File: config.mk
export PLATFORM = sky130hd
export DESIGN_NAME = pc_gen_flat
export DESIGN_NICKNAME = d
export VERILOG_FILES = /design/src/rtl/pc_gen_pkg.sv /design/src/rtl/pc_gen_if.sv /design/src/rtl/pc_next_mux.sv /design/src/rtl/pc_gen.sv /design/src/flat_wrapper.sv
export SDC_FILE = /design/constraint.sdc
export NUM_CORES = 1
export LEC_CHECK = 0
export CAP_MARGIN = 25
export CORE_MARGIN = 10
export CORE_UTILIZATION = 41
export DETAILED_ROUTE_END_ITERATION = 7
export PLACE_DENSITY = 0.76
export REMOVE_ABC_BUFFERS = 1
export SLEW_MARGIN = 10
export SYNTH_ARGS = -nofsm -noshare
export SYNTH_HDL_FRONTEND = slang
export SYNTH_SLANG_ARGS = --single-unit
File: constraint.sdc
create_clock -name clk -period 2.9 [get_ports clk]
set_input_delay 0.29 -clock clk [delete_from_list [all_inputs] [get_ports clk]]
set_output_delay 0.29 -clock clk [all_outputs]
set_load 0.05 [all_outputs]
File: src/rtl/pc_gen_pkg.sv
// pc_gen_pkg: FSM state encoding and default parameters shared by the pc_gen slice
package pc_gen_pkg;
  typedef enum logic [1:0] {S_BOOT = 2'd0, S_RUN = 2'd1, S_HALT = 2'd2} state_t;
  localparam int DEF_INST_BYTES = 4;
  localparam logic [31:0] DEF_RESET_VECTOR = 32'h0000_0000;
endpackage

File: src/rtl/pc_gen_if.sv
// pc_gen_if: fetch-control bundle between core control (master) and pc_gen (slave); misalign_err under PC_ALIGN_CHECK_EN
interface pc_gen_if #(parameter int XLEN = 32, parameter int CNT_WIDTH = 64);
  logic stall;
  logic redirect_valid;
  logic [XLEN-1:0] redirect_target;
  logic trap_valid;
  logic [XLEN-1:0] trap_vector;
  logic halt_req;
  logic resume;
  logic [XLEN-1:0] pc;
  logic [XLEN-1:0] pc_plus4;
  logic pc_valid;
  logic halted;
  logic [CNT_WIDTH-1:0] fetch_count;
`ifdef PC_ALIGN_CHECK_EN
  logic misalign_err;
  modport master (output stall, redirect_valid, redirect_target, trap_valid, trap_vector, halt_req, resume,
                  input pc, pc_plus4, pc_valid, halted, fetch_count, misalign_err);
  modport slave (input stall, redirect_valid, redirect_target, trap_valid, trap_vector, halt_req, resume,
                 output pc, pc_plus4, pc_valid, halted, fetch_count, misalign_err);
`else
  modport master (output stall, redirect_valid, redirect_target, trap_valid, trap_vector, halt_req, resume,
                  input pc, pc_plus4, pc_valid, halted, fetch_count);
  modport slave (input stall, redirect_valid, redirect_target, trap_valid, trap_vector, halt_req, resume,
                 output pc, pc_plus4, pc_valid, halted, fetch_count);
`endif
endinterface

File: src/rtl/pc_next_mux.sv
// pc_next_mux: priority select of the next pc and advance flag; alignment check under PC_ALIGN_CHECK_EN
module pc_next_mux import pc_gen_pkg::*; #(
  parameter int XLEN = 32,
  parameter int INST_BYTES = DEF_INST_BYTES
) (
  input  state_t state,
  input  logic stall,
  input  logic halt_req,
  input  logic redirect_valid,
  input  logic trap_valid,
  input  logic [XLEN-1:0] pc,
  input  logic [XLEN-1:0] redirect_target,
  input  logic [XLEN-1:0] trap_vector,
  output logic [XLEN-1:0] pc_plus,
  output logic [XLEN-1:0] next_pc,
`ifdef PC_ALIGN_CHECK_EN
  output logic misalign,
`endif
  output logic advance
);
  logic run, live, bad;
  always_comb begin
    run = state == S_RUN;
    live = run || state == S_HALT;
    pc_plus = pc + XLEN'(INST_BYTES);
`ifdef PC_ALIGN_CHECK_EN
    bad = |(redirect_target & XLEN'(INST_BYTES - 1));
    misalign = run && !trap_valid && redirect_valid && bad;
`else
    bad = 1'b0;
`endif
    // a misaligned target falls back to the trap handler rather than being fetched
    next_pc = live && trap_valid ? trap_vector :
              run && redirect_valid ? (bad ? trap_vector : redirect_target) :
              run && !halt_req && !stall ? pc_plus : pc;
    advance = (live && trap_valid) || (run && (redirect_valid || (!halt_req && !stall)));
  end
endmodule

File: src/rtl/pc_gen.sv
// pc_gen: program-counter generator with redirect/trap/stall, halt FSM and fetch counter; PC_ALIGN_CHECK_EN adds misalign_err
module pc_gen import pc_gen_pkg::*; #(
  parameter int XLEN = 32,
  parameter logic [XLEN-1:0] RESET_VECTOR = XLEN'(DEF_RESET_VECTOR),
  parameter int INST_BYTES = DEF_INST_BYTES,
  parameter int CNT_WIDTH = 64
) (
  input logic clk,
  input logic rst,
  pc_gen_if.slave bus
);
  state_t state, state_nxt;
  logic [XLEN-1:0] pc_q, pc_nxt, pc_plus;
  logic [CNT_WIDTH-1:0] cnt;
  logic advance;
`ifdef PC_ALIGN_CHECK_EN
  logic misalign, mis_q;
`endif
  pc_next_mux #(.XLEN(XLEN), .INST_BYTES(INST_BYTES)) u_mux (
    .state(state),
    .stall(bus.stall),
    .halt_req(bus.halt_req),
    .redirect_valid(bus.redirect_valid),
    .trap_valid(bus.trap_valid),
    .pc(pc_q),
    .redirect_target(bus.redirect_target),
    .trap_vector(bus.trap_vector),
    .pc_plus(pc_plus),
    .next_pc(pc_nxt),
`ifdef PC_ALIGN_CHECK_EN
    .misalign(misalign),
`endif
    .advance(advance)
  );
  always_ff @(posedge clk) begin
    if (!rst) begin
      state <= S_BOOT;
      pc_q <= RESET_VECTOR;
      cnt <= '0;
    end else begin
      state <= state_nxt;
      pc_q <= pc_nxt;
      cnt <= cnt + CNT_WIDTH'(advance);
    end
  end
  // halt is only taken in a cycle free of trap/redirect
  always_comb begin
    state_nxt = state == S_BOOT ? S_RUN :
                state == S_RUN ? (!bus.trap_valid && !bus.redirect_valid && bus.halt_req ? S_HALT : S_RUN) :
                state == S_HALT ? (bus.trap_valid || bus.resume ? S_RUN : S_HALT) : S_BOOT;
  end
  always_comb begin
    bus.pc = pc_q;
    bus.pc_plus4 = pc_plus;
    bus.pc_valid = state == S_RUN;
    bus.halted = state == S_HALT;
    bus.fetch_count = cnt;
  end
`ifdef PC_ALIGN_CHECK_EN
  always_ff @(posedge clk) mis_q <= rst && misalign;
  assign bus.misalign_err = mis_q;
`endif
endmodule

File: src/flat_wrapper.sv
// flat-port wrapper written by rule: the top's interface ports become plain ports
module pc_gen_flat import pc_gen_pkg::*;
#(
  parameter int XLEN = 32,
  parameter logic [XLEN-1:0] RESET_VECTOR = XLEN'(DEF_RESET_VECTOR),
  parameter int INST_BYTES = DEF_INST_BYTES,
  parameter int CNT_WIDTH = 64
)
  (clk, rst, bus_stall, bus_redirect_valid, bus_redirect_target, bus_trap_valid, bus_trap_vector, bus_halt_req, bus_resume, bus_pc, bus_pc_plus4, bus_pc_valid, bus_halted, bus_fetch_count);
  pc_gen_if #(.XLEN(XLEN), .CNT_WIDTH(CNT_WIDTH)) bus_i ();
  input logic clk;
  input logic rst;
  input wire logic [$bits(bus_i.stall)-1:0] bus_stall;
  input wire logic [$bits(bus_i.redirect_valid)-1:0] bus_redirect_valid;
  input wire logic [$bits(bus_i.redirect_target)-1:0] bus_redirect_target;
  input wire logic [$bits(bus_i.trap_valid)-1:0] bus_trap_valid;
  input wire logic [$bits(bus_i.trap_vector)-1:0] bus_trap_vector;
  input wire logic [$bits(bus_i.halt_req)-1:0] bus_halt_req;
  input wire logic [$bits(bus_i.resume)-1:0] bus_resume;
  output wire logic [$bits(bus_i.pc)-1:0] bus_pc;
  output wire logic [$bits(bus_i.pc_plus4)-1:0] bus_pc_plus4;
  output wire logic [$bits(bus_i.pc_valid)-1:0] bus_pc_valid;
  output wire logic [$bits(bus_i.halted)-1:0] bus_halted;
  output wire logic [$bits(bus_i.fetch_count)-1:0] bus_fetch_count;
  assign bus_i.stall = bus_stall;
  assign bus_i.redirect_valid = bus_redirect_valid;
  assign bus_i.redirect_target = bus_redirect_target;
  assign bus_i.trap_valid = bus_trap_valid;
  assign bus_i.trap_vector = bus_trap_vector;
  assign bus_i.halt_req = bus_halt_req;
  assign bus_i.resume = bus_resume;
  assign bus_pc = bus_i.pc;
  assign bus_pc_plus4 = bus_i.pc_plus4;
  assign bus_pc_valid = bus_i.pc_valid;
  assign bus_halted = bus_i.halted;
  assign bus_fetch_count = bus_i.fetch_count;
  pc_gen #(.XLEN(XLEN), .RESET_VECTOR(RESET_VECTOR), .INST_BYTES(INST_BYTES), .CNT_WIDTH(CNT_WIDTH)) u_core (.clk(clk), .rst(rst), .bus(bus_i));
endmodule
== Yosys cells after proc, flatten, opt, wreduce, memory -nomap -nowiden ==
Cells that the tools add are included.
Storage, ports and cells
  register bits after elaboration: 98
  output and inout bits: 130
Operators by class
  reduce and logical (&&, ||, !) cells: 19
  muxes and demuxes: 8
  add/sub/neg operators: 2
  bitwise logic cells: 1
  equality and inequality tests: 2
Operators by type and width (number)
  $mux 32: 3
  $add 64x1->64: 1
  $add 32x3->32 const B: 1
  $logic_and 1x1->1: 8
  $mux 2: 4
  $logic_not 1->1: 4
  $logic_or 1x1->1: 4
  $reduce_bool 3->1: 1
  $eq 2x1->1 const B: 1
  $eq 2x2->1 const B: 1
  $logic_not 2->1: 1
  $reduce_or 2->1: 1
  $mux 1: 1
  $not 1->1: 1

== Depth between registers and ports, before layout ==
  word-level depth: 6
  gate-level depth with buffers: 16
  depth with buffers taken out: 12

== Hierarchy ==
From an unflattened synthesis, not the netlist that was laid out.
Unflattened totals
  cell total of the unflattened synthesis: 726
  area, all modules: 5813.1 sq um
Modules (own cells, without submodules)
  pc_gen: seq. area each 1961.9 sq um, times used 1, area an instance 4010.1 sq um, cells each 441
  pc_next_mux: seq. area each 0.0 sq um, times used 1, area an instance 1803.0 sq um, cells each 285

== Worst setup path after synthesis ==
No wires, ideal clock.
  path type: register to register
  start point: register u_core.state[1]
  end point: register u_core.cnt[60], in the netlist u_core.bus.fetch_count[60]
  stages on the path, launching flop included: 17
  arrival: 3342 ps
  setup slack: -575 ps
  clock period less this slack: 3475 ps
  cells stage by stage: dfxtp_1 -> inv_1 -> ha_1 -> clkbuf_1 -> and2_1 -> clkbuf_1 -> nor2_1 -> clkinv_1 -> ha_1 -> ha_1 -> nand2_1 -> nor4_1 -> nand4_1 -> clkbuf_1 -> buf_2 -> o31ai_1 -> a21oi_1
On the way
  cells in the longest elaborated chain, start to end: 5
  elaborated cells between the ends (all ways): 7
RTL lines
  start, declared: line pc_gen.sv:12  | state_t state, state_nxt;
  start signal, assigned: line pc_gen.sv:41  | state <= state_nxt;
  $eq 2x1->1 (*)
  named net bus_pc_valid: line flat_wrapper.sv:22  | output wire logic [$bits(bus_i.pc_valid)-1:0] bus_pc_valid;
  $logic_or 1x1->1: line pc_next_mux.sv:24  | live = run || state == S_HALT;
  $logic_and 1x1->1: line pc_next_mux.sv:36  | advance = (live && trap_valid) || (run && (redirect_valid || (!halt_req && !stall)));
  $logic_or 1x1->1 (*): line pc_next_mux.sv:36
  $add 64x1->64 (*): line pc_gen.sv:43  | cnt <= cnt + CNT_WIDTH'(advance);
  end signal, assigned: line pc_gen.sv:43
  end, declared: line pc_gen.sv:14  | logic [CNT_WIDTH-1:0] cnt;
Mark *: on every way through the listed nets, which the timed path passes. The rest lies on a longest branch.
A chain may end at the register's enable or synchronous reset.

== Final worst setup path ==
  start point: register u_core.pc_q[3], in the netlist u_core.bus.pc[3]
  end point: output bus_pc_plus4[18]
On the way
  cells in the longest elaborated chain, start to end: 1
RTL lines
  start, declared: line pc_gen.sv:13  | logic [XLEN-1:0] pc_q, pc_nxt, pc_plus;
  start signal, assigned: line pc_gen.sv:42  | pc_q <= pc_nxt;
  $add 32x3->32: line pc_next_mux.sv:25  | pc_plus = pc + XLEN'(INST_BYTES);
  end, declared: line flat_wrapper.sv:21  | output wire logic [$bits(bus_i.pc_plus4)-1:0] bus_pc_plus4;
Every way passes these cells.

==> run metrics <==
status=completed; Post-Syn Instances=712; sequential fraction of design power=0.395; critical path startpoint category=flop; Sw Ratio=0.347; via-per-instance ratio=5.71; VDD IR max=0.000257 V; ys async rst share=0; Synth top cells by count=98 x dfxtp_1, 68 x nor2_1, 54 x nand2_1; worst setup path category=reg2out; final worst slack=0.0634 ns; TritonRoute pass-1 iters=5; worst hold path class=in2reg; Static Leakage=2.98 nW; Chip Width=137 um; EDFF count, synth=0; CTS Buf Count=9; Slew Viols, Final=0; fin crit share=0.978; footprint of the multi-input gates=3460 um2; sequential cell area fraction in the yosys report=0.348; grt total ovfl=0; GRT Overall Usage=0.214; Clk pwr share=0.313; crit-path max FO=8; starting density of the core=0.423; clock sinks=98; Yosys reg bits=98; Pint=0.00244 W; Die Y=137 um; Pwr Density=445 nW/um2; Post-Place Setup Slack=-0.0559 ns; antenna viol nets, final=0; Vias=6,260; Max Clock Freq=353 MHz; Synth top area share=0.348; dpl cell area=8080 um2; WP data required=2.61 ns; Finished Core Util=0.630; synthesized area per cell=7.93 um2; Distinct cells, synth=58; ant diodes=0; # rows=42; largest net degree at the start of global routing=44; setup violators final=0; RePlAce Congestion=0.896; Reg area=1960 um2; Rel. slew slack=0.467; # placed instances=1,080; Clk Latency, worst-skew pair=0.36 ns; WHS Path Cells=3; fin area=8410 um2; worst slew pin tran=0.797 ns; Worst Setup End Kind=primary output; PortBufs=200; Fill cells=1,219; Initial DRC Count=564; Clock Skew=0.00719 ns; I/O Pins=201; Avg WL per Cell=18.9 um; count leader, synth=dfxtp_1; fraction of layout cells with a size suffix above 1=0.115; core area=13,300 um2; top_reg_cell synth=dfxtp_1; Comb power frac=0.292; yosys warns=0; final net count=993; Synth-to-Final Area Change=49.1%; fin cells=1,097; Max-cap violations=0; ranking of synthesized cells by area=dfxtp_1 35%, xor2_1 5.1%, nor2_1 4.5%; Final Hold Fails=0; hold_buf cts=0; CTS tree=done; Yosys top cell by area=dfxtp_1; H-tree levels=3; FF-to-FF path depth=13; Net Sw Power=0.00130 W; Max Root-Sink Buffers=2; min Tclk post-route=2.84 ns; initial antenna violation count=0; die area=18,900 um2; root buf cell=clkbuf_16; Reg clk slew, reported paths=0.07 ns; drt drc=0; Arr. time, crit path=2.55 ns; DPL Wire Length=15,600 um; drt total wl=20,700 um; first-pass GRT wire length=32,500 um; number of global-route vias before repair=6,065; post-synth design cell area=5640 um2; setup TNS=0 ns
## power by group through the flow
stage | sequential (W) | clock (W) | combinational, W
floorplan | 0.00168 | 0 | 0.000410
global placement | 0.00151 | 0 | 0.00109
detailed placement | 0.00151 | 0 | 0.00109
CTS | 0.00148 | 0.00118 | 0.00109
global route | 0.00149 | 0.00123 | 0.00115
finish | 0.00148 | 0.00117 | 0.00109
## metrics by stage
step	total power, W	hold WS [ns]
final	0.00374	0.485
after global routing	0.00387	0.518
after CTS	0.00375	0.476
after detailed placement	0.00259	0.484
after global placement	0.00259	0.467
after floorplan	0.00209	0.369
## state kept, by name, summed over array words and instances, names as in the netlist
| signal | flops |
|---|---|
| u_core.bus.pc | 32 |
| u_core.state | 2 |
| u_core.bus.fetch_count | 64 |
## logic make-up (layout without fill, tap and decap cells)
family          count (synthesis)  in the layout  synth area share
buf+inv                        67            276            0.0479
flops                          98             98             0.348
xor+xnor                       57             57            0.0885
mux                             4              4           0.00710
simple gates                  315            315             0.301
compound gates                165            165             0.195
fa+ha+maj                       6              6            0.0133
## routing by layer
metal / routed length [um] / vias up / share of wire / global-route usage
met3: 2490 / 23 / 0.12 / 0.0958
met5: 0 / - / 0 / 0
li1: - / 3058 / - / -
met4: 354 / 0 / 0.017 / 0.0662
met1: 8250 / 2923 / 0.40 / 0.247
met2: 9640 / 256 / 0.46 / 0.349
## worst paths after layout
kind / startpoint / endpoint / slack, ns
max reg2reg: u_core.state[0]$_SDFF_PN0_ / u_core.bus.fetch_count[50]$_SDFF_PN0_ / 0.36
min reg2reg: u_core.bus.fetch_count[63]$_SDFF_PN0_ / u_core.bus.fetch_count[63]$_SDFF_PN0_ / 0.49
max: u_core.bus.pc[3]$_SDFFE_PN0P_ / bus_pc_plus4[18] / 0.06
min: bus_trap_vector[3] / u_core.bus.pc[3]$_SDFFE_PN0P_ / 0.49
## cells in the final DEF (no fill, tap or decap), drive strengths merged, types with 5 or more instances in the layout
master / Yosys / routed
a21oi: 43 / 43
a221oi: 11 / 11
a31o: 5 / 5
and2: 12 / 12
and3: 14 / 14
and4: 15 / 15
buf: 12 / 68
clkbuf: 42 / 11
clkdlybuf4s50: 0 / 179
dfxtp: 98 / 98
ha: 6 / 6
inv: 12 / 13
nand2: 54 / 54
nand3: 46 / 46
nand4: 32 / 32
nor2: 68 / 68
nor3: 18 / 18
nor4: 13 / 13
o21a: 7 / 7
o21ai: 36 / 36
o221ai: 5 / 5
o31ai: 17 / 17
or3: 15 / 15
or4: 20 / 20
xnor2: 24 / 24
xor2: 33 / 33
## area by class of cell
cell class,instances,share of cell area
Tap cell,176,0.0262
Timing Repair Buffer,247,0.290
Sequential cell,98,0.233
Clock inverter,5,0.00461
Inverter,13,0.00580
Clock buffer,11,0.0289
Multi-Input combinational cell,547,0.411
## worst max-delay path: stages (launching register included)
cell and delay, ns:
dfxtp_1 0.51, ha_1 0.35, nand3_1 0.10, or3_1 0.45, o31a_1 0.29, or2_2 0.29
buf_4 0.19
## repair_timing
item                                    in CTS  in global routing
pin swaps                                    0                  2
hold endpoints to repair                     0                  0
buffers inserted                             0                  1
endpoints found under the setup margin       1                 17
gates resized for setup                      1                  6
Power figures use the tool's default switching activity.
